--- src/rtl/customalu_pkg.sv ---
// Shared encodings for the custom ALU tile: opcodes, commands, output
// selects, flag bit positions and signed-overflow helpers.
package customalu_pkg;

    typedef enum logic [3:0] {
        OP_ADD  = 4'h0,
        OP_SUB  = 4'h1,
        OP_AND  = 4'h2,
        OP_OR   = 4'h3,
        OP_XOR  = 4'h4,
        OP_NOT  = 4'h5,
        OP_SHL  = 4'h6,
        OP_SHR  = 4'h7,
        OP_ASR  = 4'h8,
        OP_ROL  = 4'h9,
        OP_ROR  = 4'hA,
        OP_MUL  = 4'hB,
        OP_INC  = 4'hC,
        OP_DEC  = 4'hD,
        OP_CMP  = 4'hE,
        OP_PASS = 4'hF
    } op_e;

    typedef enum logic [1:0] {
        CMD_NOP    = 2'b00,
        CMD_LOAD_A = 2'b01,
        CMD_LOAD_B = 2'b10,
        CMD_EXEC   = 2'b11
    } cmd_e;

    typedef enum logic [1:0] {
        SEL_RES_LO = 2'b00,
        SEL_RES_HI = 2'b01,
        SEL_A      = 2'b10,
        SEL_B      = 2'b11
    } sel_e;

    // Flag nibble is {Z,C,N,V}, MSB first.
    localparam int FLAG_Z = 3;
    localparam int FLAG_C = 2;
    localparam int FLAG_N = 1;
    localparam int FLAG_V = 0;

    function automatic logic add_ovf(input logic [7:0] x, input logic [7:0] y,
                                     input logic [7:0] r);
        return (x[7] == y[7]) && (r[7] != x[7]);
    endfunction

    function automatic logic sub_ovf(input logic [7:0] x, input logic [7:0] y,
                                     input logic [7:0] r);
        return (x[7] != y[7]) && (r[7] != x[7]);
    endfunction

endpackage

--- src/rtl/customalu_core.sv ---
// Combinational ALU datapath: computes the next 16-bit result and the
// {Z,C,N,V} flags from the operands, the opcode and the current result.
module customalu_core
    import customalu_pkg::*;
(
    input  logic [7:0]  a,
    input  logic [7:0]  b,
    input  op_e         op,
    input  logic [15:0] res_old,
    output logic [15:0] res,
    output logic [3:0]  flags
);

    logic [8:0]  sum_s;
    logic [8:0]  diff_s;
    logic [8:0]  inc_s;
    logic [8:0]  dec_s;
    logic [15:0] prod_s;
    logic [7:0]  r8_s;
    logic        z_s;
    logic        c_s;
    logic        n_s;
    logic        v_s;

    // Bit 8 of the 9-bit sums is carry out; for the differences it is borrow.
    assign sum_s  = {1'b0, a} + {1'b0, b};
    assign diff_s = {1'b0, a} - {1'b0, b};
    assign inc_s  = {1'b0, a} + 9'd1;
    assign dec_s  = {1'b0, a} - 9'd1;
    assign prod_s = {8'h00, a} * {8'h00, b};

    // Per-opcode 8-bit result, carry and overflow.
    always_comb begin
        r8_s = 8'h00;
        c_s  = 1'b0;
        v_s  = 1'b0;
        case (op)
            OP_ADD: begin
                r8_s = sum_s[7:0];
                c_s  = sum_s[8];
                v_s  = add_ovf(a, b, sum_s[7:0]);
            end
            OP_SUB, OP_CMP: begin
                r8_s = diff_s[7:0];
                c_s  = diff_s[8];
                v_s  = sub_ovf(a, b, diff_s[7:0]);
            end
            OP_AND:  r8_s = a & b;
            OP_OR:   r8_s = a | b;
            OP_XOR:  r8_s = a ^ b;
            OP_NOT:  r8_s = ~a;
            OP_SHL: begin
                r8_s = {a[6:0], 1'b0};
                c_s  = a[7];
            end
            OP_SHR: begin
                r8_s = {1'b0, a[7:1]};
                c_s  = a[0];
            end
            OP_ASR: begin
                r8_s = {a[7], a[7:1]};
                c_s  = a[0];
            end
            OP_ROL: begin
                r8_s = {a[6:0], a[7]};
                c_s  = a[7];
            end
            OP_ROR: begin
                r8_s = {a[0], a[7:1]};
                c_s  = a[0];
            end
            OP_MUL: begin
                r8_s = prod_s[7:0];
                c_s  = |prod_s[15:8];
            end
            OP_INC: begin
                r8_s = inc_s[7:0];
                c_s  = inc_s[8];
                v_s  = add_ovf(a, 8'h01, inc_s[7:0]);
            end
            OP_DEC: begin
                r8_s = dec_s[7:0];
                c_s  = dec_s[8];
                v_s  = sub_ovf(a, 8'h01, dec_s[7:0]);
            end
            OP_PASS: r8_s = b;
            default: begin
                r8_s = 8'h00;
                c_s  = 1'b0;
                v_s  = 1'b0;
            end
        endcase
    end

    // MUL judges Z/N on the full product; CMP keeps the old result.
    always_comb begin
        res = 16'h0000;
        z_s = 1'b0;
        n_s = 1'b0;
        if (op == OP_MUL) begin
            res = prod_s;
            z_s = (prod_s == 16'h0000);
            n_s = prod_s[15];
        end else if (op == OP_CMP) begin
            res = res_old;
            z_s = (r8_s == 8'h00);
            n_s = r8_s[7];
        end else begin
            res = {8'h00, r8_s};
            z_s = (r8_s == 8'h00);
            n_s = r8_s[7];
        end
    end

    assign flags = {z_s, c_s, n_s, v_s};

endmodule

--- src/rtl/tt_um_custom_alu.sv ---
// Tiny Tapeout wrapper for the custom ALU: operand/result/flag registers,
// command decode on uio_in[1:0] and the output-select mux.
module tt_um_custom_alu
    import customalu_pkg::*;
(
    input  logic       clk,
    input  logic       rst_n,
    input  logic       ena,
    input  logic [7:0] ui_in,
    input  logic [7:0] uio_in,
    output logic [7:0] uo_out,
    output logic [7:0] uio_out,
    output logic [7:0] uio_oe
);

    logic [7:0]  a_r;
    logic [7:0]  b_r;
    logic [15:0] res_r;
    logic [3:0]  flags_r;
    logic [15:0] res_next_s;
    logic [3:0]  flags_next_s;
    cmd_e        cmd_s;
    sel_e        sel_s;
    op_e         op_s;
    logic        unused_s;

    assign cmd_s    = cmd_e'(uio_in[1:0]);
    assign sel_s    = sel_e'(uio_in[3:2]);
    assign op_s     = op_e'(ui_in[3:0]);
    assign unused_s = &{1'b0, uio_in[7:4]};

    customalu_core u_core (
        .a       (a_r),
        .b       (b_r),
        .op      (op_s),
        .res_old (res_r),
        .res     (res_next_s),
        .flags   (flags_next_s)
    );

    // Operand, result and flag registers; only EXEC touches result/flags.
    always_ff @(posedge clk or negedge rst_n) begin
        if (!rst_n) begin
            a_r     <= 8'h00;
            b_r     <= 8'h00;
            res_r   <= 16'h0000;
            flags_r <= 4'h0;
        end else if (ena) begin
            case (cmd_s)
                CMD_LOAD_A: a_r <= ui_in;
                CMD_LOAD_B: b_r <= ui_in;
                CMD_EXEC: begin
                    res_r   <= res_next_s;
                    flags_r <= flags_next_s;
                end
                CMD_NOP: begin
                    a_r <= a_r;
                end
                default: begin
                    a_r <= a_r;
                end
            endcase
        end
    end

    // Output byte selection from the held registers.
    always_comb begin
        uo_out = 8'h00;
        case (sel_s)
            SEL_RES_LO: uo_out = res_r[7:0];
            SEL_RES_HI: uo_out = res_r[15:8];
            SEL_A:      uo_out = a_r;
            SEL_B:      uo_out = b_r;
            default:    uo_out = 8'h00;
        endcase
    end

    assign uio_out = {flags_r, 4'h0};
    assign uio_oe  = 8'hF0;

endmodule

--- config.mk ---
export PLATFORM = sky130hd
export DESIGN_NAME = tt_um_custom_alu
export DESIGN_NICKNAME = d
export VERILOG_FILES = /design/src/rtl/customalu_pkg.sv /design/src/rtl/customalu_core.sv /design/src/rtl/tt_um_custom_alu.sv
export SDC_FILE = /design/constraint.sdc
export NUM_CORES = 1
export LEC_CHECK = 0
export BUFFER_PORTS_ARGS = -buffer_cell sky130_fd_sc_hd__buf_4
export CAP_MARGIN = 30
export CORE_UTILIZATION = 55
export CTS_BUF_LIST = sky130_fd_sc_hd__clkbuf_8
export DETAILED_ROUTE_END_ITERATION = 6
export GPL_TIMING_DRIVEN = 0
export PLACE_DENSITY = 0.83
export SLEW_MARGIN = 20
export SYNTH_ARGS = -nofsm -noshare
export SYNTH_HDL_FRONTEND = slang
export SYNTH_SLANG_ARGS = --single-unit
export TNS_END_PERCENT = 100
--- constraint.sdc ---
create_clock -name clk -period 4.65 [get_ports clk]
set_input_delay 0.2325 -clock clk [delete_from_list [all_inputs] [get_ports clk]]
set_output_delay 0.2325 -clock clk [all_outputs]
set_load 0.02 [all_outputs]
# --- Word level (Yosys, flattened, before mapping) ---
# Index checks and enable logic that the tools add are counted.
totals:
  register_bits: 36
  latch_bits: 0
  ram_bits: 0
  mem_bits_ro: 0
  input_bits: 19
  out_inout_bits: 24
  n_memories: 0
classes:
  add_sub_neg: 4
  mul: 1
  n_div: 0
  order_cmp: 0
  eq_ne: 28
  shift: 0
  mux: 8
  bitwise_logic: 5
  n_reduce_logical: 16
ops:
  columns: ["operator", "n"]
  rows:
  - ["8-bit case mux with 15 select lines", 1]
  - ["4-bit equality test (second input constant)", 8]
  - ["16-bit two-way mux", 2]
  - ["8-bit case mux with 4 select lines", 1]
  - ["4-bit by 3-bit equality test with 1-bit output (second input constant)", 4]
  - ["16-bit zero test", 1]
  - ["8-bit by 8-bit multiplier with 16-bit output", 1]
  - ["8-bit by 1-bit adder with 9-bit output (second input constant)", 1]
  - ["8-bit by 8-bit adder with 9-bit output", 1]
  - ["8-bit by 1-bit subtractor with 9-bit output (second input constant)", 1]
  - ["8-bit by 8-bit subtractor with 9-bit output", 1]
  - ["8-bit AND", 1]
  - ["2-bit equality test (second input constant)", 4]
  - ["4-bit by 2-bit equality test with 1-bit output (second input constant)", 2]
  - ["8-bit zero test", 1]
  - ["8-bit inverter", 1]
  - ["8-bit bitwise OR", 1]
  - ["8-bit OR reduction", 1]
  - ["8-bit bitwise XOR", 1]
  - ["1-bit case mux with 7 select lines", 1]
  - ["2-bit AND reduction", 3]
  - ["1-bit inequality test", 5]
  - ["2-bit by 1-bit equality test with 1-bit output (second input constant)", 2]
  - ["4-bit by 1-bit equality test with 1-bit output (second input constant)", 1]
  - ["other kinds (11)", 16]

# --- Longest topological paths before layout ---
# Gate-level depths: netlist of the first run.
depth:
  depth_word: 5
  depth_mapped: 20
  depth_no_buf: 19

# --- Modules after synthesis ---
# From an unflattened synthesis of the first run, not the netlist that was laid out.
hier_totals:
  cells_unflattened: 713
  hier_area_um2: 6073.3
modules_own_cells:
  columns: ["mod", "n_inst", "cells_per_inst", "area_per_inst_um2", "seq_area_each_um2"]
  rows:
  - ["customalu_core", 1, 612, 4408.0, 0.0]
  - ["tt_um_custom_alu", 1, 101, 1665.3, 900.9]

# --- Worst setup path before layout of the first run ---
# No wires, ideal clock.
synth_path:
  path_kind: "reg-to-reg"
  from: "register a_r[1]"
  to: "register flags_r[3]"
  arrival_ns: 5.101
  required_time_ns: 4.581
  slack_ns: -0.519
  path_stages_with_launch: 19
  period_less_slack_ns: 5.169
  cell_sequence: "dfrtp_1 > clkbuf_1 > clkinv_1 > nor2_1 > fa_1 > fa_1 > fa_1 > inv_1 > fa_1 > inv_1 > ha_1 > or3_4 > or2_0 > o21a_1 > mux2i_1 > nor4_1 > nand4_1 > or3_1 > nand3_1"
synth_via:
  elab_chain_len: 4
  word_cells_on_any_way: 13
synth_rtl:
  columns: ["element", "line_no", "text"]
  rows:
  - ["start, declared", "tt_um_custom_alu.sv:16", "logic [7:0] a_r;"]
  - ["start signal, assigned", "tt_um_custom_alu.sv:50", "CMD_LOAD_A: a_r <= ui_in;"]
  - ["start signal, assigned", "tt_um_custom_alu.sv:57", "a_r <= a_r;"]
  - ["start signal, assigned", "tt_um_custom_alu.sv:60", "a_r <= a_r;"]
  - ["8-bit by 8-bit multiplier with 16-bit output (tied with other cells)", "customalu_core.sv:30", "assign prod_s = {8'h00, a} * {8'h00, b};"]
  - ["8-bit case mux with 15 select lines", "customalu_core.sv:37", "case (op)"]
  - ["8-bit zero test", "customalu_core.sv:106, customalu_core.sv:110", null]
  - ["1-bit two-way mux (*)", "customalu_core.sv:100", "if (op == OP_MUL) begin"]
  - ["end signal, assigned", "tt_um_custom_alu.sv:54", "flags_r <= flags_next_s;"]
  - ["end, declared", "tt_um_custom_alu.sv:19", "logic [3:0] flags_r;"]
# Every way passes the cells marked *; elsewhere a longest branch is shown, timed or not.
# A chain may end at the register's enable or synchronous reset.

# --- Final worst setup path of the first run ---
layout_path:
  from: "register b_r[3]"
  to: "register flags_r[3]"
layout_via:
  elab_chain_len: 4
  word_cells_on_any_way: 10
layout_rtl:
  columns: ["element", "line_no", "text"]
  rows:
  - ["start, declared", "tt_um_custom_alu.sv:17", "logic [7:0] b_r;"]
  - ["start signal, assigned", "tt_um_custom_alu.sv:51", "CMD_LOAD_B: b_r <= ui_in;"]
  - ["8-bit by 8-bit multiplier with 16-bit output (tied with other cells)", "customalu_core.sv:30", null]
  - ["8-bit case mux with 15 select lines", "customalu_core.sv:37", null]
  - ["8-bit zero test", "customalu_core.sv:106, customalu_core.sv:110", null]
  - ["1-bit two-way mux (*)", "customalu_core.sv:100", null]
# Marked as above.

==> impl_metrics.tcl, run 1 <==
set metrics [dict create \
    cp_max_fo 4 \
    finalSetupViolations 8 \
    drive_gt1_share_pct 27.3 \
    end_kind "register" \
    fillers 741 \
    insertedDiodeCount 0 \
    fp.dieW_um 105 \
    syn_inst 685 \
    dpl_cell_area_um2 6310 \
    rsz0062_at_grt "yes" \
    cts-root-buf "clkbuf_8" \
    postRouteAntennaNets 0 \
    critPathKind "register to register" \
    synth_area_leaders "dfrtp_1, ha_1, fa_1, nor2_1, inv_1" \
    wl_um 24800 \
    hp-start "ui_in[5]" \
    antenna_found_initial 0 \
    required_ps 4880 \
    fin_skew_ps 4.70 \
    start_util_pct 56.4 \
    dp_hpwl_um 16500 \
    status "finished, violations left" \
    clk_latency_ps 300 \
    p_leak_nw 3.26 \
    cts_max_path_buffers 2 \
    netlist.area_leader.share_pct 15.6 \
    drc 5 \
    cp-start-kind "register" \
    wl_per_cell_um 27.3 \
    drtIter0Drc 826 \
    synth.most_common_cell "nor2_1" \
    power.density_nw_per_um2 723 \
    area.growth.synth_to_final_pct 23.2 \
    yosys.area.top_type "dfrtp_1" \
    drv_slew 0 \
    cts.clk_slew.worst_paths_ps 70 \
    grt_pass1_vias 6050 \
    cts_tree "done" \
    die_area_um2 10900 \
    cp_data_arrival_time_ps 5480 \
    via_per_inst 6.84 \
    numCtsBuffers 5 \
    ys_warn_count 0 \
    worst_slack_ps -600 \
    core_um2 10300 \
    ys_top_cells_by_count "nor2_1, inv_1, ha_1" \
    cts_max_level 2 \
    placementRows 37 \
    timing.rr.start "b_r[3]" \
    yosysUniqueCellTypes 75 \
    io_pins 43 \
    finalPower_mw 5.16 \
    ys_ff_latch 36 \
    grt_max_degree 37 \
    critPathLaunch "b_r[3]" \
    tightest_slew_ps 841 \
    clock.fmax_mhz 190 \
    drv_cap 0 \
    tns_ps -2260 \
    slew_headroom_pct 42.5 \
    violations "DRC, setup timing" \
    final.period_utilization_pct 113 \
    vias 6222 \
    period_needed_ps 5250 \
    timing.final.hold_violations 0 \
    grt_overflow 0 \
    peakVddDrop_v 0.00131 \
    synth-edff-count 0 \
    clkSinkCount 36 \
    syn_area_per_cell_um2 8.46 \
    ys_seq_area_share_pct 15.6 \
    async_reset_ff_share_pct 100 \
    first_pass_iters 7 \
    finalWeightedCongestion 0.974 \
    io_buffers 23 \
    die_h_um 105 \
    synth_ff_type "dfrtp_1" \
    hold_path.class "primary input to register" \
    grt_pass1_wl_um 34900 \
    final_cell_area_um2 7140 \
    finalNetCount 893 \
    grt_usage_pct 42.6 \
    syn-cell-area_um2 5790 \
]
==> critical path, stage by stage, from the launching register on <==
cell and delay [ps]:
dfrtp_2 500, clkinvlp_4 200, nor2_2 160, fa_1 460
fa_2 480, fa_1 500, inv_1 70, fa_1 500
inv_1 70, ha_4 170, or3_4 420, or2_4 290
o211ai_4 210, o311ai_4 150, nor4_2 310, nand4_1 220
or3_1 370, nand3_1 90
==> cells by family after synthesis <==
group / share of synthesized area [%]
flip-flops: 15.6
AO/OA/AOI/OAI: 17.3
buffers and inverters: 8.92
multiplexers: 7.65
XOR/XNOR: 2.12
adder cells (fa/ha/maj): 27.0
AND/OR/NAND/NOR: 21.4
other: 0.130
==> flip-flops by register name, indices dropped and copies added (netlist names) <==
signal   count
b_r          8
res_r       16
a_r          8
flags_r      4
==> stage by stage <==
step	util (%)	worst slack, ps	instances	hold WS, ps
after floorplan	-	-21.1	695	-63.1
after global placement	61.4	-683	854	196
after detailed placement	61.4	-743	854	208
after CTS	66.1	-445	893	178
after global routing	69.4	-688	909	186
final	69.4	-600	909	177
==> worst paths after layout <==
check | end | slack (ps) | cells after the start
min in group asynchronous | flags_r[0] | 460 | 2
hold reg to reg | flags_r[1] | 500 | 1
setup / recovery | flags_r[3] | -600 | 17
max in group asynchronous | b_r[5] | 3840 | 2
setup reg to reg | flags_r[3] | -600 | 17
hold / removal | a_r[5] | 180 | 2
==> repair_timing <==
item,in CTS,in global routing
gates resized for setup,41,49
hold buffers,1,0
setup endpoints to repair,12,11
hold endpoints to repair,36,0
buffers inserted,31,16
pin swaps,16,30
==> layer usage <==
layer | up-vias | global-route usage, % | share of wire [%]
met5 | - | 0 | 0
met4 | 0 | 23.9 | 8.8
met3 | 159 | 11.2 | 11
met2 | 488 | 67.6 | 44
met1 | 2991 | 52.7 | 36
li1 | 2584 | - | -
==> layout make-up <==
cell class	instances	area, um^2	share of cell area [%]
buffer	44	322	4.51
clock buffer	5	68.8	0.964
clock inverter	3	38.8	0.544
inverter	75	364	5.10
multi-input combinational	538	4690	65.7
sequential	36	916	12.8
tap	136	170	2.38
timing repair buffer	72	568	7.96
==> where the power goes <==
group | leakage (nW) | total, mW | internal [mW] | switching (mW)
logic | 2.76 | 4.40 | 1.81 | 2.59
registers | 0.440 | 0.481 | 0.390 | 0.0914
clock network | 0.0593 | 0.275 | 0.157 | 0.118
total | 3.26 | 5.16 | 2.35 | 2.80
==> layout by cell type, fill, tap and decap left out, types with 6 or more instances in the layout <==
master,synthesis,final
a211oi_1,8,8
a21oi_1,19,16
a22o_1,7,7
and3_1,9,9
buf_2,11,11
buf_4,13,78
clkbuf_1,21,13
clkbuf_8,0,8
conb_1,2,12
dfrtp_1,36,24
dfrtp_2,0,12
fa_1,38,34
ha_1,64,56
inv_1,69,59
mux2_2,17,17
mux2i_1,6,6
mux4_2,8,8
nand2_1,48,46
nand2b_1,13,12
nand3_1,15,14
nor2_1,70,62
nor2_2,0,6
nor2b_1,8,8
nor3_1,18,15
nor4bb_1,6,6
o211ai_1,6,6
o21ai_0,25,23
o21ai_1,7,8
o22ai_1,7,7
xnor2_1,10,10
(Power assumes the default switching activity.)
==> inputs of run 2 (changes only) <==
MAX_ROUTING_LAYER = met4   (was unset)
PLACE_DENSITY = 0.8   (was 0.83)
clock period = 5.75 ns   (was 4.65 ns; I/O delays follow)
==> impl_metrics.tcl, run 2 (same netlist as run 1, synthesis figures left out) <==
set metrics [dict create \
    status "complete, no violations" \
    cts_max_path_buffers 2 \
    postRouteAntennaNets 0 \
    required_ps 5980 \
    finalNetCount 854 \
    worstSetupEndpoint "flags_r[3]" \
    largest_reg_flops 16 \
    io_pins 43 \
    peakVddDrop_v 0.000850 \
    dp_hpwl_um 15500 \
    fin_skew_ps 6.89 \
    cp_data_arrival_time_ps 5820 \
    drv_slew 0 \
    area.growth.synth_to_final_pct 10.3 \
    critPathKind "register to register" \
    critPathLaunch "a_r[2]" \
    final.period_utilization_pct 97.2 \
    regToRegEndpoint "flags_r[3]" \
    numCtsBuffers 5 \
    first_pass_iters 7 \
    r2r_slack_ps 160 \
    fillers 906 \
    reg_top3 "res_r x16, a_r x8, b_r x8" \
    dp_cells 854 \
    final_common_cell "nor2_1" \
    drc 0 \
    tightest_slew_ps 943 \
    grt_usage_pct 38.3 \
    cts_max_level 2 \
    finalSetupViolations 0 \
    antenna_found_initial 0 \
    clk_latency_ps 290 \
    power.density_nw_per_um2 495 \
    drv_cap 0 \
    start_util_pct 56.4 \
    die_h_um 105 \
    timing.rr.start "a_r[2]" \
    placementRows 37 \
    cts-root-buf "clkbuf_8" \
    insertedDiodeCount 0 \
    whs_ps 242 \
    drive_gt1_share_pct 15.7 \
    reg2reg_depth 18 \
    grt_overflow 0 \
    regMostFlops "res_r" \
    mostFrequentLayoutCells "nor2_1, inv_1, ha_1, nand2_1, buf_4" \
    fp.dieW_um 105 \
    wl_per_cell_um 22.7 \
    grt_pass1_vias 5562 \
    cp_max_fo 10 \
    cts_tree "done" \
    cp-start-kind "register" \
    tns_ps 0 \
    end_kind "register" \
    clock.fmax_mhz 179 \
    timing.final.hold_violations 0 \
    vias 5637 \
    core_um2 10300 \
    grt_max_degree 37 \
    hold_path.class "primary input to register" \
    period_needed_ps 5590 \
    grt_pass1_wl_um 31100 \
    finalWeightedCongestion 1.02 \
    cts.clk_slew.worst_paths_ps 80 \
    clkSinkCount 36 \
    drtIter0Drc 680 \
    p_leak_nw 3.01 \
    via_per_inst 6.48 \
    utilization_pct 62.2 \
    die_area_um2 10900 \
    final_cells 870 \
    wl_um 19700 \
    slew_headroom_pct 36.7 \
    io_buffers 23 \
]
run 2: changes by cell type in the layout (fill, tap and decap cells not counted), moves of 6 or more:
| cell | previous run | this run |
|---|---|---|
| inv_1 | 59 | 68 |
| dfrtp_1 | 24 | 31 |
| nor2_1 | 62 | 70 |
| buf_4 | 78 | 45 |
| dfrtp_2 | 12 | 5 |
| nor2_2 | 6 | 0 |
| ha_1 | 56 | 64 |
run 2: critical path, stage by stage (launching register included):
cell and delay [ps]:
dfrtp_2 480, buf_4 270, clkinvlp_4 220, nor2_1 190, fa_1 450, fa_1 480, fa_1 500, inv_1 60
fa_1 540, inv_1 40, ha_1 220, or3_4 390, or2_0 240, o211ai_2 170, o311ai_1 170, nor4_1 340
nand4_1 200, or3_1 450, nand3_1 100
run 2: layer usage:
metal  vias up  wire length (um)  track usage [%]
li1       2508                 -                -
met1      2712              7600             47.5
met2       333              9110             59.2
met3        84              1780             6.80
met4         0              1250             21.2
met5         -                 0                -
run 2: worst min path at each step:
stage	start	cells past startpoint	end	slack, ps
2_1_floorplan	rst_n	0	a_r[0]	-8
3_3_place_gp	rst_n	1	flags_r[0]	250
3_5_place_dp	rst_n	1	b_r[7]	270
4_1_cts	ui_in[4]	2	a_r[4]	240
5_1_grt	ui_in[4]	2	a_r[4]	240
6_report	ui_in[6]	2	a_r[6]	240
run 2: what timing repair did:
item	in CTS	in global routing
hold endpoints to repair	36	0
setup buffers	0	7
hold buffers	1	0
setup endpoints to repair	7	2
resized for setup	13	23
pin swaps	0	3
run 2: report_power, final:
group / leakage (nW) / switching, mW / internal [mW] / total [mW]
Clock: 0.0538 / 0.0908 / 0.0942 / 0.185
Combinational: 2.50 / 1.52 / 1.06 / 2.59
Sequential: 0.448 / 0.0801 / 0.313 / 0.393
Total: 3.01 / 1.69 / 1.47 / 3.16
run 2: area by class of cell:
cell class,instances,area [um^2],share of cell area [%]
Clock inverter,2,7.51,0.118
Tap cell,136,170,2.66
Sequential cell,36,907,14.2
Clock buffer,6,82.6,1.29
Buffer,46,260,4.07
Inverter,75,298,4.66
Multi-Input combinational cell,538,4430,69.3
Timing Repair Buffer,31,235,3.68
run 2: per-stage QoR:
stage / total power, mW / area, um^2 / setup WS (ps)
floorplan: 2.23 / 5830 / 581
global placement: 2.82 / 6170 / -610
detailed placement: 2.89 / 6170 / -528
CTS: 3.10 / 6290 / 22.0
global route: 3.48 / 6390 / -0.283
finish: 3.16 / 6390 / 161
==> inputs of run 3 (changes only) <==
CORE_ASPECT_RATIO = 0.75   (was unset)
REMOVE_ABC_BUFFERS = 1   (was unset)
==> impl_metrics.tcl, run 3 (same netlist as run 1, synthesis figures left out) <==
set metrics [dict create \
    drv_slew 0 \
    tns_ps 0 \
    utilization_pct 61.2 \
    final_common_cell "nor2_1" \
    grt_pass1_wl_um 28600 \
    final.period_utilization_pct 96.2 \
    reg_top3 "res_r x16, a_r x8, b_r x8" \
    dpl_worst_slack_ps -383 \
    status "complete, no violations" \
    timing.final.hold_violations 0 \
    cts-root-buf "clkbuf_8" \
    p_leak_nw 2.92 \
    fp.dieW_um 120 \
    cp-start-kind "register" \
    power.density_nw_per_um2 508 \
    drc 0 \
    die_area_um2 10900 \
    hold_path.class "primary input to register" \
    die_h_um 90.9 \
    start_util_pct 56.5 \
    wl_um 18200 \
    cp_data_arrival_time_ps 5760 \
    io_pins 43 \
    clk_latency_ps 300 \
    crit_top_cell "fa_1" \
    peakVddDrop_v 0.000529 \
    drive_gt1_share_pct 14.7 \
    finalNetCount 823 \
    tightest_slew_ps 897 \
    fin_skew_ps 11.5 \
    slowest_stage "dfrtp_1" \
    finalWeightedCongestion 1.04 \
    mostFrequentLayoutCells "nor2_1, inv_1, ha_1, nand2_1, buf_4" \
    cts_max_level 2 \
    insertedDiodeCount 0 \
    grt_pass1_vias 5166 \
    clkSinkCount 36 \
    io_buffers 26 \
    largest_reg_flops 16 \
    via_per_inst 6.59 \
    cts_max_path_buffers 2 \
    grt_max_degree 50 \
    cp_max_fo 8 \
    numCtsBuffers 5 \
    worstPathBufferInverterCount 3 \
    crit_family "adder cells" \
    finalSetupViolations 0 \
    end_kind "register" \
    grt_overflow 0 \
    antenna_found_initial 0 \
    grt_usage_pct 35.0 \
    period_needed_ps 5530 \
    drv_cap 0 \
    fillers 914 \
    core_um2 10200 \
    dp_hpwl_um 13500 \
    cp_cell_sequence "inv_1 -> nor2_1 -> fa_1 -> fa_1 -> fa_1 -> inv_1 -> fa_1 -> inv_1 -> ha_1 -> or3_4 -> or2_0 -> o21a_1 -> mux2i_1 -> nor4_1 -> nand4_1 -> or3_1 -> nand3_1" \
    critPathMaxStageDelay_ps 590 \
    area.growth.synth_to_final_pct 8.23 \
    cts_tree "done" \
    required_ps 5980 \
    slew_headroom_pct 39.7 \
    vias 5533 \
    drtIter0Drc 756 \
    clock.fmax_mhz 181 \
    wl_per_cell_um 21.6 \
    worst_slack_ps 218 \
    critPathKind "register to register" \
    rsz0062_at_grt "no" \
    postRouteAntennaNets 0 \
    first_pass_iters 7 \
    placementRows 32 \
    cts.clk_slew.worst_paths_ps 70 \
    regMostFlops "res_r" \
]
==> run 3: cell types whose count changed in the layout (fill, tap and decap cells not counted), sizes merged <==
cell	previous run	this run
dlymetal6s2s	0	1
inv	69	67
clkbuf	24	6
buf	58	44
clkinvlp	3	6
clkinv	5	4
==> run 3: final cells by class <==
cell class	count	area, um^2	area share (%)
multi-input cells	538	4420	70.4
flip-flops and latches	36	921	14.7
repair buffers	46	365	5.83
inverters	75	303	4.83
well taps	136	170	2.71
clock buffers	6	82.6	1.32
clock inverters	2	11.3	0.180
==> run 3: repair_timing <==
action                                 in CTS  in global routing
buffers inserted                            0                 18
gates resized for setup                     6                 14
endpoints found under the hold margin      36                  0
setup endpoints to repair                   2                  2
hold buffers                                1                  0
pin swaps                                   0                  1
==> run 3: final timing paths <==
check / from / end / slack [ps] / depth (start not counted)
setup / recovery: b_r[5] / flags_r[3] / 220 / 17
hold / removal: ui_in[6] / a_r[6] / 230 / 2
setup reg to reg: b_r[5] / flags_r[3] / 220 / 17
hold reg to reg: flags_r[0] / flags_r[0] / 490 / 2
max in group asynchronous: rst_n / b_r[4] / 4930 / 2
min in group asynchronous: rst_n / a_r[7] / 470 / 2
==> run 3: worst reg2reg max path, cell delays in order (launching register included) <==
cell and delay (ps):
dfrtp_1 590, inv_1 260, nor2_1 230, fa_1 440, fa_1 460, fa_1 490, inv_1 50, fa_1 530
inv_1 40, ha_1 230, or3_4 400, or2_0 270, o21a_1 250, mux2i_1 150, nor4_1 290, nand4_1 200
or3_1 480, nand3_1 120
==> run 3: power by group <==
group | internal (mW) | switching, mW
combinational | 1.06 | 1.51
clock | 0.0956 | 0.0935
sequential | 0.316 | 0.114
total | 1.47 | 1.72
==> run 3: layer usage <==
metal | global-route usage [%] | part of all wire (%) | up-vias
li1 | - | - | 2450
met1 | 51.6 | 43 | 2691
met5 | - | 0 | -
met3 | 4.99 | 11 | 40
met4 | 8.85 | 2.2 | 0
met2 | 50.3 | 44 | 352
==> run 3: through the flow <==
stage | instances | cell area, um^2 | power, mW | hold WS, ps
finish | 839 | 6270 | 3.19 | 232
global route | 839 | 6270 | 3.49 | 240
CTS | 820 | 6070 | 3.08 | 229
detailed placement | 811 | 5960 | 2.87 | 264
global placement | 811 | 5960 | 2.77 | 253
floorplan | 649 | 5590 | 2.20 | -8.09
